**src/rtl/not_pkg.sv**
```systemverilog
// Shared constants for the not_pipe inverter pipeline.
// COUNT_W sizes the optional NOT_PIPE_COUNT_EN transfer counter.
package not_pkg;

  localparam int COUNT_W    = 16;
  localparam int DEF_WIDTH  = 8;
  localparam int DEF_STAGES = 2;

endpackage

```
**src/rtl/not_pipe_if.sv**
```systemverilog
// Stream bundle for not_pipe: upstream word+mask,
// downstream word, valid/ready on both sides.
interface not_pipe_if #(
  parameter int WIDTH = 8
);

  logic             in_valid;
  logic             in_ready;
  logic [WIDTH-1:0] in_data;
  logic [WIDTH-1:0] in_mask;
  logic             out_valid;
  logic             out_ready;
  logic [WIDTH-1:0] out_data;

  modport master (
    output in_valid,
    input  in_ready,
    output in_data,
    output in_mask,
    input  out_valid,
    output out_ready,
    input  out_data
  );

  modport slave (
    input  in_valid,
    output in_ready,
    input  in_data,
    input  in_mask,
    output out_valid,
    input  out_ready,
    output out_data
  );

endinterface

```
**src/rtl/not_pipe_stage.sv**
```systemverilog
// One elastic register stage: loads when empty
// or when the downstream side takes its word.
module not_pipe_stage #(
  parameter int WIDTH = 8
) (
  input  logic             clk,
  input  logic             rst_n,
  input  logic             i_valid,
  input  logic [WIDTH-1:0] i_data,
  input  logic             i_ready,
  output logic             o_valid,
  output logic [WIDTH-1:0] o_data
);

  logic             r_v;
  logic [WIDTH-1:0] r_d;
  logic             w_adv;

  assign w_adv = !r_v || i_ready;

  always_ff @(posedge clk or negedge rst_n) begin
    if (!rst_n) begin
      r_v <= 1'b0;
      r_d <= '0;
    end else if (w_adv) begin
      r_v <= i_valid;
      if (i_valid) r_d <= i_data;
    end
  end

  assign o_valid = r_v;
  assign o_data  = r_d;

endmodule

```
**src/rtl/not_pipe.sv**
```systemverilog
// Masked bitwise inverter over an elastic STAGES-deep pipe.
// Define NOT_PIPE_COUNT_EN to add the xfer_count/clr_count ports.
module not_pipe
  import not_pkg::*;
#(
  parameter int WIDTH  = DEF_WIDTH,
  parameter int STAGES = DEF_STAGES
) (
  input  logic               clk,
  input  logic               rst_n,
`ifdef NOT_PIPE_COUNT_EN
  input  logic               clr_count,
  output logic [COUNT_W-1:0] xfer_count,
`endif
  not_pipe_if.slave          bus
);

  logic [WIDTH-1:0]  w_x;
  logic [STAGES-1:0] w_sv;
  logic [WIDTH-1:0]  w_sd [STAGES];
  logic [STAGES:0]   w_rdy;

  assign w_x = bus.in_data ^ bus.in_mask;

  // Ready ripples from the output back to the input
  always_comb begin
    w_rdy = '0;
    w_rdy[STAGES] = bus.out_ready;
    for (int k = STAGES - 1; k >= 0; k--) begin
      w_rdy[k] = !w_sv[k] || w_rdy[k+1];
    end
  end

  for (genvar k = 0; k < STAGES; k++) begin : g_stg
    logic             w_iv;
    logic [WIDTH-1:0] w_id;
    if (k == 0) begin : g_head
      assign w_iv = bus.in_valid;
      assign w_id = w_x;
    end else begin : g_body
      assign w_iv = w_sv[k-1];
      assign w_id = w_sd[k-1];
    end
    not_pipe_stage #(
      .WIDTH (WIDTH)
    ) u_stg (
      .clk     (clk),
      .rst_n   (rst_n),
      .i_valid (w_iv),
      .i_data  (w_id),
      .i_ready (w_rdy[k+1]),
      .o_valid (w_sv[k]),
      .o_data  (w_sd[k])
    );
  end

  assign bus.in_ready  = w_rdy[0];
  assign bus.out_valid = w_sv[STAGES-1];
  assign bus.out_data  = w_sd[STAGES-1];

`ifdef NOT_PIPE_COUNT_EN
  logic               w_xfer;
  logic [COUNT_W-1:0] r_cnt;

  assign w_xfer = bus.out_valid && bus.out_ready;

  always_ff @(posedge clk or negedge rst_n) begin
    if (!rst_n) begin
      r_cnt <= '0;
    end else if (clr_count) begin
      r_cnt <= '0;
    end else if (w_xfer) begin
      r_cnt <= r_cnt + 1'b1;
    end
  end

  assign xfer_count = r_cnt;
`endif

endmodule

```
**src/flat_wrapper.sv**
```systemverilog
// flat-port wrapper written by rule: the top's interface ports become plain ports
module not_pipe_flat import not_pkg::*;
#(
  parameter int WIDTH  = DEF_WIDTH,
  parameter int STAGES = DEF_STAGES
)
  (clk, rst_n, bus_in_valid, bus_in_ready, bus_in_data, bus_in_mask, bus_out_valid, bus_out_ready, bus_out_data);
  not_pipe_if #(.WIDTH(WIDTH)) bus_i ();
  input  logic clk;
  input  logic rst_n;
  input wire logic [$bits(bus_i.in_valid)-1:0] bus_in_valid;
  output wire logic [$bits(bus_i.in_ready)-1:0] bus_in_ready;
  input wire logic [$bits(bus_i.in_data)-1:0] bus_in_data;
  input wire logic [$bits(bus_i.in_mask)-1:0] bus_in_mask;
  output wire logic [$bits(bus_i.out_valid)-1:0] bus_out_valid;
  input wire logic [$bits(bus_i.out_ready)-1:0] bus_out_ready;
  output wire logic [$bits(bus_i.out_data)-1:0] bus_out_data;
  assign bus_i.in_valid = bus_in_valid;
  assign bus_in_ready = bus_i.in_ready;
  assign bus_i.in_data = bus_in_data;
  assign bus_i.in_mask = bus_in_mask;
  assign bus_out_valid = bus_i.out_valid;
  assign bus_i.out_ready = bus_out_ready;
  assign bus_out_data = bus_i.out_data;
  not_pipe #(.WIDTH(WIDTH), .STAGES(STAGES)) u_core (.clk(clk), .rst_n(rst_n), .bus(bus_i));
endmodule
```
**config.mk**
```make
export PLATFORM = sky130hd
export DESIGN_NAME = not_pipe_flat
export DESIGN_NICKNAME = d
export VERILOG_FILES = /design/src/rtl/not_pkg.sv /design/src/rtl/not_pipe_if.sv /design/src/rtl/not_pipe_stage.sv /design/src/rtl/not_pipe.sv /design/src/flat_wrapper.sv
export SDC_FILE = /design/constraint.sdc
export NUM_CORES = 1
export LEC_CHECK = 0
export CORE_MARGIN = 2
export CORE_UTILIZATION = 50
export DETAILED_ROUTE_END_ITERATION = 16
export DONT_BUFFER_PORTS = 1
export PLACE_DENSITY = 0.75
export SYNTH_ARGS = -nofsm -noshare
export SYNTH_HDL_FRONTEND = slang
export SYNTH_SLANG_ARGS = --single-unit
```
**constraint.sdc**
```tcl
create_clock -name clk -period 2 [get_ports clk]
set_input_delay 0.5 -clock clk [delete_from_list [all_inputs] [get_ports clk]]
set_output_delay 0.5 -clock clk [all_outputs]
set_load 0.005 [all_outputs]
```
==> results.txt <==
The flow ran to the end, and the final reports show no timing, DRC or antenna violations. The Yosys step of the flow raised 0 warnings. Average wire length per cell after detail routing: 16.2 µm.

The power density over the cells came out at 973 mW/mm². The transition at the pin with the smallest max-transition slack was 0.765 ns. The number of I/O port buffers was 0. For the final database, setup skew stands at 0.00540 ns. The share of the clock period used by the worst path came out at 68.5%. Across all setup checks in the final design, the least slack found is 0.631 ns. The first global-routing pass estimated 1790 µm of wire. Among cell families on the critical path, the largest total delay comes from flip-flops. The number of antenna violations at the first check in global routing came out at 0.

Startpoint class of the critical path: a flop. The clock edge transition at the registers on the reported setup and hold paths is 0.09 ns. The first routing iteration left 2 violations.

The logs give 133 for the fill cell instance count of the final layout and 0 for the setup violation total in the final timing report. The logs give 0 for the number of remaining DRC errors and 0 for the post-CTS resize count. Once detail routing completed, the nets flagged for antenna violations numbered 0. The synthesized netlist occupies a cell area of 797 µm². The logs give 0.691 for the routability congestion estimate and 730 MHz for the maximum operating frequency.

Setup repair after global routing left no endpoint under its margin. For the number of failing hold endpoints at the final stage, the log shows 0. After synthesis the netlist holds a flip-flop and latch count of 18. For the static leakage, the log shows 0.392 nW. The signal on the critical path passes through nand3b_4.

For the via count of the first global-routing pass, the log shows 410. The number of buffers and inverters on the critical path is 0, and the setup TNS is 0 ns. Number of H-tree levels: 1.

For this design, the slowest cell found on the critical path is dfrtp_1. The number of max-cap violations was 0. Clock tree synthesis inserted a total of 3 buffers. The tools report the number of antenna repair diodes as 0. The die is 43.9 µm wide. The number of placed instances, taps included, is 64. The tools report the overall power consumption as 0.827 mW.

The floorplan step defined a core boundary enclosing 0.00151 mm². IR analysis of the VDD net gives a maximum drop of 0.000520 V. The chip height was 43.9 µm.

The tree built by TritonCTS fans out to 18 sinks. The setup path with the least slack is of type flop to output port. The cell at the root of the clock tree was clkbuf_4. The path type of the worst min-delay path is primary input to flop. The final number of max-transition violations is 0.

For this block, the via count after detailed routing is 385. In this design, the stage delay of the slowest critical-path cell is 0.44 ns. At the placement stage, the worst setup path has a slack of 0.669 ns. After detailed routing, the number of vias per cell comes to 5.66. The non-filler instance count after layout is 68, and the final layout net count is 74. The pin count of the biggest net entering global routing was 19; the buffer depth of the longest clock path was 2. The tools report the post-synthesis sequential area ratio as 56.5%.

In this run the count of I/O pins placed on the die edge is 30. In this run the worst path has a maximum fanout of 3. Relative to the synthesized area, the layout overhead comes to 6.59%. The run gives 0.87 ns as the arrival time at the worst endpoint. The run gives 9 as the distinct cell type count after synthesis. Counting every net in the synthesized netlist gives 68. A synthesized cell averages 16.6 µm².

The die covers 0.00193 mm². The worst pin sits at a relative slew slack of 48.8%. The floorplan has 14 rows. Detailed placement finished with a half-perimeter wire length of 809 µm. The sum of routed wire length over all layers is 1100 µm. The initial core utilization is 52.9%, and the source-to-sink clock delay at the later pin of the worst-skew pair is 0.29 ns. The fraction of layout cells with a size suffix above 1 is 42.3%. The tools report the sort of element at the end of the critical path as an output port. TritonCTS built the clock tree. Subtracting the final worst setup slack from the clock period gives 1.37 ns. For this run, the total global-route usage over all layers was measured as 14.0%.

The run gives 1.50 ns as the required time of the critical path. Summed over all layers, the global routing overflow is 0. The number of standard cells after synthesis came out at 48. The tools report the detailed-router iteration count before antenna repair as 2.
per-stage QoR:
step | hold WS [ns] | area [µm²] | util, %
CTS | 0.324 | 850 | 56.4
finish | 0.328 | 850 | 56.4
global route | 0.324 | 850 | 56.4
detailed placement | 0.205 | 817 | 54.2
global placement | 0.205 | 817 | 54.2
floorplan | 0.204 | 797 | -
cell type report:
type | count | area [µm²] | share of cell area (%)
sequential | 18 | 450 | 53.0
multi-input combinational | 30 | 347 | 40.8
clock buffer | 3 | 22.5 | 2.65
tap | 16 | 20.0 | 2.36
timing repair buffer | 1 | 10.0 | 1.18
logic make-up after synthesis:
family / count (synthesis) / share of synthesized area [%]
XOR/XNOR: 8 / 8.79
flip-flops: 18 / 56.5
AND/OR/NAND/NOR: 6 / 8.32
multiplexers: 16 / 26.4
cells in the mapped netlist:
library cell	number	area (µm²)
dfrtp_1	18	450
nand2_2	1	6.26
mux2_4	8	120
nand2_8	1	20.0
nand2b_1	2	12.5
mux2_2	8	90.1
nand3b_4	1	20.0
xor2_1	8	70.1
or2b_1	1	7.51
repair_timing:
| action | in CTS | in global routing |
|---|---|---|
| setup buffers | 0 | 0 |
| hold buffers | 1 | 0 |
| endpoints found under the hold margin | 18 | 0 |
cell usage in the layout (no fill, tap or decap):
cell type      Yosys  layout
nand2_8            1       1
or2b_1             1       1
nand2b_1           2       2
clkbuf_4           0       3
mux2_2             8       8
xor2_1             8       8
mux2_4             8       8
dlygate4sd3_1      0       1
nand2_2            1       1
dfrtp_1           18      18
nand3b_4           1       1
power breakdown:
group	switching [mW]	internal, mW
Clock	0.0991	0.0700
Sequential	0.0567	0.450
Combinational	0.0488	0.102
sequential cells by signal, indices dropped and copies added (netlist names):
register	flops
u_core.g_stg.u_stg.o_data	16
u_core.g_stg.u_stg.o_valid	2
final timing paths:
kind / slack (ns) / from / cells past startpoint / to
worst max-delay path: 0.63 / u_core.g_stg[1].u_stg.o_valid / 1 / bus_in_ready
worst min-delay path: 0.33 / bus_in_valid / 1 / u_core.g_stg[0].u_stg.o_valid
worst max register to register: 0.80 / u_core.g_stg[1].u_stg.o_valid / 3 / u_core.g_stg[1].u_stg.o_data[5]
worst min register to register: 0.52 / u_core.g_stg[0].u_stg.o_data[4] / 1 / u_core.g_stg[0].u_stg.o_data[4]
max in group asynchronous: 0.80 / rst_n / 1 / u_core.g_stg[0].u_stg.o_data[1]
min in group asynchronous: 0.72 / rst_n / 1 / u_core.g_stg[1].u_stg.o_data[6]
layer usage:
layer  vias up  routed length [µm]  global-route usage (%)
li1        170                   -                       -
met3         2                  97                    7.92
met4         0                  14                    7.27
met5         -                   0                       0
met2        20                 562                    22.1
met1       193                 426                    14.8
Note: power is estimated with default switching activity, not from simulation.
